$ cat config.mk
export PLATFORM = sky130hd
export DESIGN_NAME = sweep_analyzer
export DESIGN_NICKNAME = d
export VERILOG_FILES = /design/src/rtl/sweep_analyzer.sv
export SDC_FILE = /design/constraint.sdc
export NUM_CORES = 1
export LEC_CHECK = 0
export ABC_AREA = 1
export BUFFER_PORTS_ARGS = -buffer_cell sky130_fd_sc_hd__clkbuf_2
export CELL_PAD_IN_SITES_DETAIL_PLACEMENT = 2
export CELL_PAD_IN_SITES_GLOBAL_PLACEMENT = 2
export CORE_UTILIZATION = 37
export CTS_CLUSTER_DIAMETER = 50
export DETAILED_ROUTE_END_ITERATION = 12
export PLACE_DENSITY_LB_ADDON = 0.1
export SLEW_MARGIN = 10
export SYNTH_ARGS = -nofsm -noshare
export SYNTH_HDL_FRONTEND = slang
export SYNTH_SLANG_ARGS = --single-unit
$ cat constraint.sdc
create_clock -name clk_in -period 6.45 [get_ports clk_in]
set_input_delay 0.645 -clock clk_in [delete_from_list [all_inputs] [get_ports clk_in]]
set_output_delay 0.645 -clock clk_in [all_outputs]
set_load 0.02 [all_outputs]
$ cat src/rtl/sweep_analyzer.sv
`default_nettype none
// ============================================================================
// Module      : sweep_analyzer
// Description : Receive-side companion to the triangle-wave sweep generator.
//               Watches the sweep value driven to the actuator together with a
//               detector signal and emits one record per half-sweep: direction,
//               sweep extremes, half-period length and the sweep position of
//               the detector peak (and optionally trough).
// Revision    : 1.0  initial release
// ----------------------------------------------------------------------------
// Optional feature macro: SWEEP_ANALYZER_TROUGH_EN
//   defined     -> trough tracker built, trough_* outputs valid with the record
//   not defined -> trough logic omitted, trough_pos_out/trough_val_out tied to 0
// ----------------------------------------------------------------------------
// Ports
//   clk_in          system clock, rising edge
//   rst_n_in        asynchronous active-low reset
//   on_in           enable; low clears back to IDLE on the next edge
//   sweep_in        sweep value (signed, SWEEP_SIZE)
//   signal_in       detector/error signal (signed, SIGNAL_SIZE)
//   valid_out       1-cycle pulse, record outputs updated this cycle
//   dir_out         direction of completed half-sweep (0 up, 1 down)
//   min_out/max_out sweep extremes of completed half-sweep
//   halfperiod_out  samples in completed half-sweep, saturating
//   peak_pos_out    sweep value at max signal_in, peak_val_out that maximum
//   trough_pos_out  sweep value at min signal_in, trough_val_out that minimum
// ============================================================================
module sweep_analyzer #(
  parameter int SWEEP_SIZE  = 18,
  parameter int SIGNAL_SIZE = 16,
  parameter int PERIOD_SIZE = 32,
  parameter int DEADBAND    = 0
) (
  input  logic                          clk_in,
  input  logic                          rst_n_in,
  input  logic                          on_in,
  input  logic signed [SWEEP_SIZE-1:0]  sweep_in,
  input  logic signed [SIGNAL_SIZE-1:0] signal_in,
  output logic                          valid_out,
  output logic                          dir_out,
  output logic signed [SWEEP_SIZE-1:0]  min_out,
  output logic signed [SWEEP_SIZE-1:0]  max_out,
  output logic        [PERIOD_SIZE-1:0] halfperiod_out,
  output logic signed [SWEEP_SIZE-1:0]  peak_pos_out,
  output logic signed [SIGNAL_SIZE-1:0] peak_val_out,
  output logic signed [SWEEP_SIZE-1:0]  trough_pos_out,
  output logic signed [SIGNAL_SIZE-1:0] trough_val_out
);

  typedef enum logic [1:0] {
    ST_IDLE = 2'd0,
    ST_ACQ  = 2'd1,
    ST_UP   = 2'd2,
    ST_DOWN = 2'd3
  } state_t;

  localparam logic signed [SWEEP_SIZE:0] C_DB_POS  = (SWEEP_SIZE+1)'(DEADBAND);
  localparam logic        [PERIOD_SIZE-1:0] C_ONE  = PERIOD_SIZE'(1);
  localparam logic        [PERIOD_SIZE-1:0] C_TWO  = PERIOD_SIZE'(2);

  state_t state_q, state_d;

  // input registers and previous sample
  logic signed [SWEEP_SIZE-1:0]  s_q, s_d, s_prev_q, s_prev_d;
  logic signed [SIGNAL_SIZE-1:0] x_q, x_d, x_prev_q, x_prev_d;
  logic                          prev_vld_q, prev_vld_d;

  // half-sweep trackers
  logic signed [SWEEP_SIZE-1:0]  min_q, min_d, max_q, max_d;
  logic        [PERIOD_SIZE-1:0] cnt_q, cnt_d;
  logic signed [SWEEP_SIZE-1:0]  pk_pos_q, pk_pos_d;
  logic signed [SIGNAL_SIZE-1:0] pk_val_q, pk_val_d;

  // record registers
  logic                          valid_q, valid_d, dir_q, dir_d;
  logic signed [SWEEP_SIZE-1:0]  rmin_q, rmin_d, rmax_q, rmax_d;
  logic        [PERIOD_SIZE-1:0] rhp_q, rhp_d;
  logic signed [SWEEP_SIZE-1:0]  rpk_pos_q, rpk_pos_d;
  logic signed [SIGNAL_SIZE-1:0] rpk_val_q, rpk_val_d;

  // tracker control decoded by the FSM
  logic w_clr, w_seed2, w_seed1, w_acc, w_emit;
  logic signed [SWEEP_SIZE:0] delta;
  logic w_rise, w_fall;

  // one extra bit so full-scale swings cannot wrap
  assign delta  = $signed({s_q[SWEEP_SIZE-1], s_q}) - $signed({s_prev_q[SWEEP_SIZE-1], s_prev_q});
  assign w_rise = prev_vld_q && (delta > C_DB_POS);
  assign w_fall = prev_vld_q && (delta < -C_DB_POS);

  assign s_d = sweep_in;
  assign x_d = signal_in;

  // next state and tracker control
  always_comb begin
    state_d    = state_q;
    prev_vld_d = prev_vld_q;
    s_prev_d   = s_prev_q;
    x_prev_d   = x_prev_q;
    w_clr      = 1'b0;
    w_seed2    = 1'b0;
    w_seed1    = 1'b0;
    w_acc      = 1'b0;
    w_emit     = 1'b0;
    if (!on_in) begin
      state_d    = ST_IDLE;
      prev_vld_d = 1'b0;
      w_clr      = 1'b1;
    end else begin
      if (state_q != ST_IDLE) begin
        prev_vld_d = 1'b1;
        s_prev_d   = s_q;
        x_prev_d   = x_q;
      end
      case (state_q)
        ST_IDLE: state_d = ST_ACQ;
        ST_ACQ: begin
          // The pair that establishes the direction both belong to the new
          // half-sweep: the previous sample is where the movement started.
          if (w_rise) begin
            state_d = ST_UP;
            w_seed2 = 1'b1;
          end else if (w_fall) begin
            state_d = ST_DOWN;
            w_seed2 = 1'b1;
          end
        end
        ST_UP: begin
          if (w_fall) begin
            state_d = ST_DOWN;
            w_emit  = 1'b1;
            w_seed1 = 1'b1;
          end else begin
            w_acc = 1'b1;
          end
        end
        ST_DOWN: begin
          if (w_rise) begin
            state_d = ST_UP;
            w_emit  = 1'b1;
            w_seed1 = 1'b1;
          end else begin
            w_acc = 1'b1;
          end
        end
        default: state_d = ST_IDLE;
      endcase
    end
  end

  // trackers: reversing sample opens the new half-sweep, never closes the old
  always_comb begin
    min_d    = min_q;
    max_d    = max_q;
    cnt_d    = cnt_q;
    pk_pos_d = pk_pos_q;
    pk_val_d = pk_val_q;
    if (w_clr) begin
      min_d    = '0;
      max_d    = '0;
      cnt_d    = '0;
      pk_pos_d = '0;
      pk_val_d = '0;
    end else if (w_seed2) begin
      min_d = (s_q < s_prev_q) ? s_q : s_prev_q;
      max_d = (s_q > s_prev_q) ? s_q : s_prev_q;
      cnt_d = C_TWO;
      if (x_q > x_prev_q) begin
        pk_pos_d = s_q;
        pk_val_d = x_q;
      end else begin
        pk_pos_d = s_prev_q;
        pk_val_d = x_prev_q;
      end
    end else if (w_seed1) begin
      min_d    = s_q;
      max_d    = s_q;
      cnt_d    = C_ONE;
      pk_pos_d = s_q;
      pk_val_d = x_q;
    end else if (w_acc) begin
      if (s_q < min_q) min_d = s_q;
      if (s_q > max_q) max_d = s_q;
      if (!(&cnt_q)) cnt_d = cnt_q + C_ONE;
      // strictly greater: ties keep the earliest position
      if (x_q > pk_val_q) begin
        pk_pos_d = s_q;
        pk_val_d = x_q;
      end
    end
  end

  // record: loads from the closing half-sweep on the reversing cycle
  always_comb begin
    valid_d   = w_emit;
    dir_d     = dir_q;
    rmin_d    = rmin_q;
    rmax_d    = rmax_q;
    rhp_d     = rhp_q;
    rpk_pos_d = rpk_pos_q;
    rpk_val_d = rpk_val_q;
    if (w_emit) begin
      dir_d     = (state_q == ST_DOWN);
      rmin_d    = min_q;
      rmax_d    = max_q;
      rhp_d     = cnt_q;
      rpk_pos_d = pk_pos_q;
      rpk_val_d = pk_val_q;
    end
  end

  always_ff @(posedge clk_in or negedge rst_n_in) begin
    if (!rst_n_in) begin
      state_q    <= ST_IDLE;
      s_q        <= '0;
      x_q        <= '0;
      s_prev_q   <= '0;
      x_prev_q   <= '0;
      prev_vld_q <= 1'b0;
      min_q      <= '0;
      max_q      <= '0;
      cnt_q      <= '0;
      pk_pos_q   <= '0;
      pk_val_q   <= '0;
      valid_q    <= 1'b0;
      dir_q      <= 1'b0;
      rmin_q     <= '0;
      rmax_q     <= '0;
      rhp_q      <= '0;
      rpk_pos_q  <= '0;
      rpk_val_q  <= '0;
    end else begin
      state_q    <= state_d;
      s_q        <= s_d;
      x_q        <= x_d;
      s_prev_q   <= s_prev_d;
      x_prev_q   <= x_prev_d;
      prev_vld_q <= prev_vld_d;
      min_q      <= min_d;
      max_q      <= max_d;
      cnt_q      <= cnt_d;
      pk_pos_q   <= pk_pos_d;
      pk_val_q   <= pk_val_d;
      valid_q    <= valid_d;
      dir_q      <= dir_d;
      rmin_q     <= rmin_d;
      rmax_q     <= rmax_d;
      rhp_q      <= rhp_d;
      rpk_pos_q  <= rpk_pos_d;
      rpk_val_q  <= rpk_val_d;
    end
  end

  assign valid_out      = valid_q;
  assign dir_out        = dir_q;
  assign min_out        = rmin_q;
  assign max_out        = rmax_q;
  assign halfperiod_out = rhp_q;
  assign peak_pos_out   = rpk_pos_q;
  assign peak_val_out   = rpk_val_q;

`ifdef SWEEP_ANALYZER_TROUGH_EN
  logic signed [SWEEP_SIZE-1:0]  tr_pos_q, tr_pos_d, rtr_pos_q, rtr_pos_d;
  logic signed [SIGNAL_SIZE-1:0] tr_val_q, tr_val_d, rtr_val_q, rtr_val_d;

  always_comb begin
    tr_pos_d  = tr_pos_q;
    tr_val_d  = tr_val_q;
    rtr_pos_d = rtr_pos_q;
    rtr_val_d = rtr_val_q;
    if (w_emit) begin
      rtr_pos_d = tr_pos_q;
      rtr_val_d = tr_val_q;
    end
    if (w_clr) begin
      tr_pos_d = '0;
      tr_val_d = '0;
    end else if (w_seed2) begin
      if (x_q < x_prev_q) begin
        tr_pos_d = s_q;
        tr_val_d = x_q;
      end else begin
        tr_pos_d = s_prev_q;
        tr_val_d = x_prev_q;
      end
    end else if (w_seed1) begin
      tr_pos_d = s_q;
      tr_val_d = x_q;
    end else if (w_acc && (x_q < tr_val_q)) begin
      tr_pos_d = s_q;
      tr_val_d = x_q;
    end
  end

  always_ff @(posedge clk_in or negedge rst_n_in) begin
    if (!rst_n_in) begin
      tr_pos_q  <= '0;
      tr_val_q  <= '0;
      rtr_pos_q <= '0;
      rtr_val_q <= '0;
    end else begin
      tr_pos_q  <= tr_pos_d;
      tr_val_q  <= tr_val_d;
      rtr_pos_q <= rtr_pos_d;
      rtr_val_q <= rtr_val_d;
    end
  end

  assign trough_pos_out = rtr_pos_q;
  assign trough_val_out = rtr_val_q;
`else
  assign trough_pos_out = '0;
  assign trough_val_out = '0;
`endif

endmodule
`default_nettype wire
==> impl_results.md, run 1 <==
* H-tree depth at 2
* Routed length per instance at between 20 and 25 um
* Chip Height at around 210 um
* PnR worst setup slack at roughly 1.7 ns
* NumNets Final at 2,458
* Setup crit start: s_q[0]
* Hold Crit Class: input pin to asynchronous set/reset pin
* Final HPWL DP at ~43,000 um
* Fin. max-slew vios at 0
* Mapped Area at roughly 0.016 mm2
* # clock sinks at 277
* Critical-path cell list: inv_1, ha_1, fa_1, inv_1, nand3_1, nand2_1, nand2_1, nand3_1, nand2_1, nor2_1, nand3_1, nor2_1, nand3_2, nand2_2, nand2_4, nand2_4, nand3_4, nand2_2, nand2_1, nand2_1
* CTS tree: built
* Place WS at roughly 1.7 ns
* Drt first-iter violations at 747
* Fin area at between 0.015 and 0.02 mm2
* Post-synth EDFFs at 0
* Synth warn at 0
* WP depth at 20
* Setup TNS at 0 ns
* Worst Setup EP: pk_pos_q[12]
* Boundary Pins at ~180
* Post-CTS setup buffer count at 0
* Reg2reg setup slack at roughly 1.7 ns
* N_diodes at 0
* Die Width at 212.3 um
* Rows at 76
* Initial antenna violation count at 0
* Drt pass-1 iters at 5
* Worst rel slew slack at 30.72%
* Area grow syn2layout at 14.33%
* Hold Vio Cnt, Final at 0
* Post-synthesis sequential area ratio at between 40% and 50%
* Worst Path Class, Setup: register to register
* Largest net degree at the start of global routing at 143
* Top achievable clock speed at 0.2107 GHz
* WL final at between 50,000 and 60,000 um
* Commonest cells after routing, fill and taps aside: nand2_1, inv_1, dfrtp_1, o21ai_0, clkbuf_2
* Longest Clk Path Bufs at 3
* Gate Count Post-Synth at 2,233
* Clock Skew at approximately 0.022 ns
* Filler instances at 5,212
* Commonest non-fill, non-tap cell in the layout: nand2_1
* CP bufs+invs at 2
* Global-route wire length before repair at 95,230 um
* R2r startpoint: s_q[0]
* FF-to-FF path depth at 20
* Req. time, crit path at between 6 and 7 ns
* PostCTS Resize Cnt at 0
* Crit path capture type: register
* All-Layer GR Usage at a little over a quarter
* Routed Antenna Nets at 0
* Main synth FF type: dfrtp_1
* Static Leak at just over 10 nW
* GPL Wtd Cong at roughly 0.85
* Port Buffers at 140
* Area of the multi-input gates at roughly 0.0078 mm2
* R2r endpoint: pk_pos_q[12]
* Die area at 0.04507 mm2
* Via/cell ratio at approximately 5.2
* Core area at roughly 0.043 mm2
* Root buf cell: clkbuf_16
* RSZ-0062 raised after global routing: no
* DRC viols at 0
* Status: completed
* Initial core utilization at between 30 and 40%
* Worst setup SP type: register
* Tcrit/Tclk final at 73.60%
* Vias in the first global route at approximately 17,000
* CTS Hold Buffers Added at 0
* Worst skew pair latency at roughly 0.57 ns
* Actual slew at the worst max-slew pin at 1.035 ns
* DR vias at approximately 15,000
* CP arrival at roughly 5.3 ns
* Reg area at a little under 0.007 mm2
* Layout cells sized above 1 at between 10% and 20%
* Max Cap Viol at 0
* Power density cells at approximately 460 mW/mm2
* Placed inst area at about 0.017 mm2
* Dominant cells by area after synthesis: dfrtp_1, nand2_1, inv_1, ha_1, o21ai_0
* Clock slew seen by the registers of the worst setup and hold paths at roughly 0.06 ns
* Worst path top cell family by delay: simple AND/OR/NAND/NOR gates
* Peak VDD IR at between 0.0002 and 0.00025 V
* GRT overflow at 0
* Final setup viols at 0
* Crit path max fanout at 54
* Slowest cell on the critical path: nand2_2
* Tmin final at approximately 4.7 ns
* Share of synthesized registers carrying an async set or reset at between 90% and 100%
* Tot Pwr at approximately 0.0086 W
* Mapped Avg Cell Area at approximately 7.3 um2
* Distinct cells, synth at 44
* CP dominant cell by count: nand2_1
* Yosys top cell by area: dfrtp_1
* Worst stage delay on the critical path at about 0.75 ns
* Post-synth top area share at approximately 42%
* Synth Register Bits at about 280
* CTS Buf Count at 41
==> metal layers <==
metal  vias up  wire (um)  global-route usage (%)  part of all wire (%)
li1       7242          -                       -                     -
met1      7795      27680                   36.43                    46
met2       256      28390                   45.37                    47
met3        93       2235                   3.722                   3.7
met4         0       1677                   9.501                   2.8
met5         -          0                       0                     0
==> Yosys cell counts (3+ instances only) <==
| library cell | number |
|---|---|
| a21o_1 | 3 |
| nor3_1 | 16 |
| nand3_1 | 109 |
| o211ai_1 | 3 |
| o21ai_0 | 181 |
| buf_1 | 4 |
| a21oi_1 | 37 |
| buf_2 | 30 |
| nor2_1 | 86 |
| nand2_1 | 817 |
| nand3_2 | 4 |
| inv_1 | 292 |
| nand4_1 | 122 |
| nand2_2 | 9 |
| nor4_1 | 3 |
| xor2_1 | 23 |
| ha_1 | 87 |
| buf_4 | 48 |
| dfrtp_1 | 277 |
| clkbuf_1 | 48 |
==> how the worst min path moves through the flow <==
| stage | startpoint | endpoint | slack [ns] | cells past startpoint |
|---|---|---|---|---|
| 3_5_place_dp | min_q[12] | min_q[12] | 0.47 | 2 |
| 3_3_place_gp | pk_val_q[7] | pk_val_q[7] | 0.45 | 2 |
| 6_report | rst_n_in | max_out[15] | 0.02 | 1 |
| 4_1_cts | rst_n_in | max_out[16] | 0.03 | 1 |
| 2_1_floorplan | rst_n_in | cnt_q[0] | 0.35 | 0 |
| 5_1_grt | rst_n_in | max_out[16] | 0.06 | 1 |
==> flip-flops by register name, summed over array words and instances, names as in the netlist <==
name,flops
cnt_q,32
dir_out,1
halfperiod_out,32
max_out,18
max_q,18
min_out,18
min_q,18
peak_pos_out,18
peak_val_out,16
pk_pos_q,18
pk_val_q,16
prev_vld_q,1
s_prev_q,18
s_q,18
state_q,2
valid_out,1
x_prev_q,16
x_q,16
==> power by group <==
| part | internal, W | leakage, nW | switching, W |
|---|---|---|---|
| Sequential | 0.00221 | 3.71 | 0.000362 |
| Combinational | 0.00104 | 5.73 | 0.00275 |
| Clock | 0.00134 | 0.651 | 0.000884 |
==> per-stage QoR <==
stage / utilization (%) / cells / hold WS [ns]
floorplan: - / 2266 / 0.3494
global placement: 40.06 / 2875 / 0.4535
detailed placement: 40.06 / 2875 / 0.4663
CTS: 43.14 / 2947 / 0.02946
global route: 43.14 / 2947 / 0.06120
finish: 43.14 / 2947 / 0.01643
==> cell families after synthesis <==
kind of cell	Yosys count	synth area share [%]
and+or+nand+nor	1181	30.78
DFF	277	42.36
AOI/OAI and AO/OA	237	7.616
buffers and inverters	424	11.06
xor gates and xnor gates	25	1.384
adders and majority gates	88	6.775
other	1	0.02292
==> final cells by class <==
type	count	share of cell area (%)
Clock buffer	47	5.825
Tap cell	585	3.913
Multi-Input combinational cell	1565	41.57
Inverter	294	5.899
Timing Repair Buffer	154	4.428
Sequential cell	277	37.05
Clock inverter	25	1.318
No activity file was read; power rests on OpenSTA's default activity.
==> inputs of run 2 (changes only) <==
--- a/config.mk
+++ b/config.mk
@@ -9,7 +9,7 @@
 export BUFFER_PORTS_ARGS = -buffer_cell sky130_fd_sc_hd__clkbuf_2
 export CELL_PAD_IN_SITES_DETAIL_PLACEMENT = 2
 export CELL_PAD_IN_SITES_GLOBAL_PLACEMENT = 2
-export CORE_UTILIZATION = 37
+export CORE_UTILIZATION = 31
 export CTS_CLUSTER_DIAMETER = 50
 export DETAILED_ROUTE_END_ITERATION = 12
 export PLACE_DENSITY_LB_ADDON = 0.1
==> constraint.sdc (replaced) <==
create_clock -name clk_in -period 4.3 [get_ports clk_in]
set_input_delay 0.43 -clock clk_in [delete_from_list [all_inputs] [get_ports clk_in]]
set_output_delay 0.43 -clock clk_in [all_outputs]
set_load 0.02 [all_outputs]
==> run 2 against run 1 <==
Via count grew 0.18%. Sequential cell count is the same. Clock skew grew 0.015 ns. Die area grew 19%. Final area grew 5.2%. First-iteration DRC count grew 7.6%. Hold slack gained 0.029 ns. Maximum frequency grew 19%. Routed wire length grew 3.8%. Setup slack lost 1.4 ns. Final cell count grew 5.5%. Clock power grew 78%.
==> impl_results.md, run 2 (synthesized netlist as in run 1, its figures left out) <==
* Status: completed
* Crit path capture type: register
* Fin. max-slew vios at 0
* Routed Antenna Nets at 0
* Peak VDD IR at about 0.00035 V
* Routed length per instance at 20.02 um
* Slowest cell on the critical path: dfrtp_1
* CP bufs+invs at 4
* Root buf cell: clkbuf_16
* Final HPWL DP at roughly 45,000 um
* Power density cells at between 600 and 700 mW/mm2
* NumNets Final at about 2,500
* Core area at 0.05172 mm2
* Critical-path cell list: inv_1, fa_1, inv_1, nand3_1, nand2_1, nand2_1, nand2_1, nand2_1, nand3_1, nand3_1, nor2_1, nand3_2, nand2_2, nand2_4, nand3_1, buf_4, nand2_1, nand2_1, inv_1, nand3_1, nand2_1
* N_diodes at 0
* Crit path max fanout at 32
* Fin area at 0.01968 mm2
* Clock slew seen by the registers of the worst setup and hold paths at 0.06 ns
* CP arrival at between 4 and 5 ns
* Finished Core Util at about two fifths
* Worst Path Class, Setup: register to register
* Worst stage delay on the critical path at 0.51 ns
* Static Leak at about 10 nW
* Vias in the first global route at roughly 17,000
* DRC viols at 0
* Commonest cells after routing, fill and taps aside: nand2_1, inv_1, dfrtp_1, o21ai_0, clkbuf_2
* Initial core utilization at a little under a third
* Clock Skew at around 0.037 ns
* GRT overflow at 0
* CTS Buf Count at 45
* Post-CTS setup buffer count at 0
* Die area at approximately 0.054 mm2
* CP dominant cell by count: nand2_1
* Drt pass-1 iters at 5
* GPL Wtd Cong at approximately 0.85
* Boundary Pins at around 180
* Filler instances at approximately 6,000
* Global-route wire length before repair at 98,480 um
* Initial antenna violation count at 1
* Placed inst area at 0.01774 mm2
* Die Width at roughly 230 um
* Worst rel slew slack at between 40% and 50%
* Worst skew pair latency at approximately 0.58 ns
* Commonest non-fill, non-tap cell in the layout: nand2_1
* Rows at 83
* Tcrit/Tclk final at between 90 and 100%
* H-tree depth at 2
* Place WS at between 0.2 and 0.3 ns
* Longest Clk Path Bufs at 3
* Final setup viols at 0
* Area grow syn2layout at 20.24%
* Hold Vio Cnt, Final at 0
* Setup TNS at 0 ns
* Worst setup SP type: register
* Chip Height at about 230 um
* All-Layer GR Usage at a little under a quarter
* # clock sinks at ~280
* Worst path top cell family by delay: simple AND/OR/NAND/NOR gates
* Port Buffers at 140
* Hold Crit Class: input pin to register
* Final hold slack at ~0.046 ns
* Top achievable clock speed at 0.2514 GHz
* CTS tree: built
* Actual slew at the worst max-slew pin at ~0.9 ns
* Tmin final at slightly below 4 ns
* Layout cells sized above 1 at a little under an eighth
* Drt first-iter violations at ~800
* RSZ-0062 raised after global routing: no
* WL final at roughly 62,000 um
* PnR worst setup slack at 0.3216 ns
* Req. time, crit path at between 4 and 5 ns
* Max Cap Viol at 0
* Via/cell ratio at 4.958
* DR vias at roughly 15,000
* Largest net degree at the start of global routing at approximately 100
## run 2: cell count changes in the layout (fill, tap and decap cells not counted), sizes merged
cell         change
buf             +26
clkinvlp         -2
bufinv           +5
clkbuf           +8
clkinv           -3
dlygate4sd3     +31
inv              +2
## run 2: layout make-up
class | count | area [um2] | area share, %
clock inverters | 27 | 389.1 | 1.978
inverters | 294 | 1104 | 5.609
well taps | 680 | 850.8 | 4.324
multi-input cells | 1565 | 7777 | 39.53
repair buffers | 211 | 1388 | 7.052
flip-flops and latches | 277 | 6932 | 35.23
clock buffers | 55 | 1235 | 6.277
## run 2: timing repair
action | CTS | global route
setup endpoints to repair | 0 | 11
hold buffers | 31 | 0
gates resized for setup | 0 | 1
endpoints found under the hold margin | 109 | 0
## run 2: through the flow
step | std cells | total power (W)
after floorplan | 2266 | 0.007570
after global routing | 3109 | 0.01478
after CTS | 3109 | 0.01396
after detailed placement | 2996 | 0.009847
final | 3109 | 0.01375
after global placement | 2996 | 0.009609
## run 2: per-layer routing
layer / wire (um) / global-route usage [%] / vias up
met5: 0 / 0 / -
met4: 1128 / 5.428 / 0
met3: 2214 / 3.229 / 66
met2: 28470 / 38.00 / 237
met1: 30430 / 33.40 / 7730
li1: - / - / 7380
## run 2: path summary, 6_finish.rpt
check / from / to / slack, ns / depth (start not counted)
worst max register to register: s_q[1] / pk_pos_q[15] / 0.32 / 21
worst min-delay path: sweep_in[6] / s_q[6] / 0.05 / 1
worst max-delay path: s_q[1] / pk_pos_q[15] / 0.32 / 21
worst min register to register: cnt_q[5] / cnt_q[5] / 0.47 / 2
max in group asynchronous: rst_n_in / x_prev_q[1] / 2.65 / 3
min in group asynchronous: rst_n_in / max_out[9] / 0.43 / 2
## run 2: power by group
group | internal [W] | leakage (nW) | switching, W
Combinational | 0.00171 | 5.99 | 0.00425
Clock | 0.00254 | 0.793 | 0.00141
Sequential | 0.00332 | 3.71 | 0.000513
Total | 0.00757 | 10.5 | 0.00618
==> inputs of run 3 (changes only) <==
--- a/config.mk
+++ b/config.mk
@@ -12,7 +12,9 @@
 export CORE_UTILIZATION = 31
 export CTS_CLUSTER_DIAMETER = 50
 export DETAILED_ROUTE_END_ITERATION = 12
+export GPL_ROUTABILITY_DRIVEN = 1
 export PLACE_DENSITY_LB_ADDON = 0.1
+export REMOVE_ABC_BUFFERS = 1
 export SLEW_MARGIN = 10
 export SYNTH_ARGS = -nofsm -noshare
 export SYNTH_HDL_FRONTEND = slang
==> run 3 against run 2 <==
Core utilization about the same. Non-clock buffer count shrank 6. Routed wire length shrank 4.1%. Register-to-register slack hardly changed. Count of clock-buffer cells in the layout grew 7. Sequential share of layout area hardly changed. Largest power group unchanged. Critical endpoint is now max_q[1].
==> impl_results.md, run 3 (synthesized netlist as in run 1, its figures left out) <==
* Status: completed
* Chip Height at 231.8 um
* Via/cell ratio at about 5
* Tot Pwr at 0.01358 W
* Commonest cells after routing, fill and taps aside: nand2_1, inv_1, dfrtp_1, o21ai_0, clkbuf_2
* DR WL met3 at roughly 1600 um
* DRC viols at 0
* Die Width at 231.8 um
* Crit path capture type: register
* Die area at around 0.054 mm2
* CTS Buf Count at 47
* Setup TNS at 0 ns
* Routed Antenna Nets at 0
* Worst skew pair latency at 0.59 ns
* Core area at roughly 0.052 mm2
* Max Cap Viol at 0
* Max Used Layer: met4
* Area grow syn2layout at 20.15%
* R2r startpoint: s_q[1]
* Port Buffers at 140
* Worst rel slew slack at ~43%
* Drt first-iter violations at 627
* WL final at 59,690 um
* Hold Crit Class: input pin to asynchronous set/reset pin
* Metal-1 WL at roughly 28,000 um
* All-Layer GR Usage at roughly 23%
* Setup crit start: s_q[1]
* CTS tree: built
* Tcrit/Tclk final at 92.87%
* Commonest non-fill, non-tap cell in the layout: nand2_1
* Rows at 83
* Tmin final at ~4 ns
* Drt pass-1 iters at 5
* Routed length per instance at roughly 19 um
* Final hold slack at between 0.4 and 0.5 ns
* Filler instances at 6,063
* Final setup viols at 0
* Worst setup SP type: register
* Static Leak at roughly 10 nW
* Root buf cell: clkbuf_16
* Clock Skew at ~0.023 ns
* Final HPWL DP at between 40,000 and 50,000 um
* H-tree depth at 2
* # clock sinks at ~280
* Req. time, crit path at approximately 4.8 ns
* GPL Wtd Cong at 0.8837
* Global-route wire length before repair at 95,610 um
* Finished Core Util at between 30% and 40%
* NumNets Final at 2,515
* Top achievable clock speed at ~0.25 GHz
* Largest net degree at the start of global routing at 180
* DR vias at about 15,000
* Longest Clk Path Bufs at 3
* Boundary Pins at 175
* Post-CTS setup buffer count at 0
* Layout cells sized above 1 at between 10% and 20%
* Fin. max-slew vios at 0
* Hold Vio Cnt, Final at 0
* Power density cells at slightly below 700 mW/mm2
* Peak VDD IR at between 0.0003 and 0.0004 V
* Crit path max fanout at 18
* Actual slew at the worst max-slew pin at between 0.8 and 0.9 ns
* Worst Path Class, Setup: register to register
* Place WS at 0.1839 ns
* RSZ-0062 raised after global routing: no
* N_diodes at 0
* Initial core utilization at 31.64%
* PnR worst setup slack at 0.3066 ns
* Initial antenna violation count at 0
* CP arrival at between 4 and 5 ns
* Vias in the first global route at between 15,000 and 20,000
* GRT overflow at 0
* Clock slew seen by the registers of the worst setup and hold paths at 0.06 ns
* Met2 routed WL at approximately 28,000 um
run 3: layer usage:
metal  vias up  global-route usage (%)
li1       7360                       -
met1      7700                   30.16
met2       204                   38.25
met3        92                   2.628
met4         0                   7.175
met5         -                       0
run 3: final cells by class:
class	instances	area [um2]	share of cell area (%)
clock buffer	62	1335	6.791
clock inverter	25	272.8	1.387
inverter	294	1104	5.613
multi-input combinational	1565	7792	39.64
sequential	277	6932	35.26
tap	680	850.8	4.328
timing repair buffer	205	1374	6.988
run 3: power by group:
group / leakage (nW) / internal (W) / switching, W
logic: 5.97 / 0.00170 / 0.00417
registers: 3.71 / 0.00332 / 0.000506
clock network: 0.783 / 0.00244 / 0.00146
total: 10.5 / 0.00745 / 0.00613
run 3: worst max-delay path, stage by stage, from the launching register on:
cell and delay (ns):
dfrtp_1 0.48, inv_1 0.17, fa_1 0.49, inv_1 0.10
nand2_1 0.08, nand3_2 0.11, nand2_1 0.09, nand2_1 0.10
nand3_2 0.07, nand2_2 0.08, xor2_2 0.09, nor2_1 0.24
nand2_2 0.16, nand2_4 0.21, nand3_1 0.16, buf_4 0.27
inv_1 0.11, nor2_1 0.08, nor2_4 0.53, nand2_1 0.17
nand2_1 0.10
run 3: metrics by stage:
| step | cells | area, um2 |
|---|---|---|
| floorplan | 2136 | 15780 |
| global placement | 2986 | 17690 |
| detailed placement | 2986 | 17690 |
| CTS | 3108 | 19650 |
| global route | 3108 | 19660 |
| finish | 3108 | 19660 |
run 3: path summary, 6_finish.rpt:
check	endpoint	slack, ns	depth (start not counted)
max in group asynchronous	dir_out	2.85	3
worst max-delay path	max_q[1]	0.31	20
min in group clk_in	pk_val_q[1]	0.47	2
worst max register to register	max_q[1]	0.31	20
worst min-delay path	s_q[12]	0.45	2
worst min register to register	pk_val_q[1]	0.47	2
run 3: timing repair:
action                                  CTS  global route
hold buffers                             35             0
endpoints found under the setup margin    0            57
resized for setup                         0             3
endpoints found under the hold margin   112             0
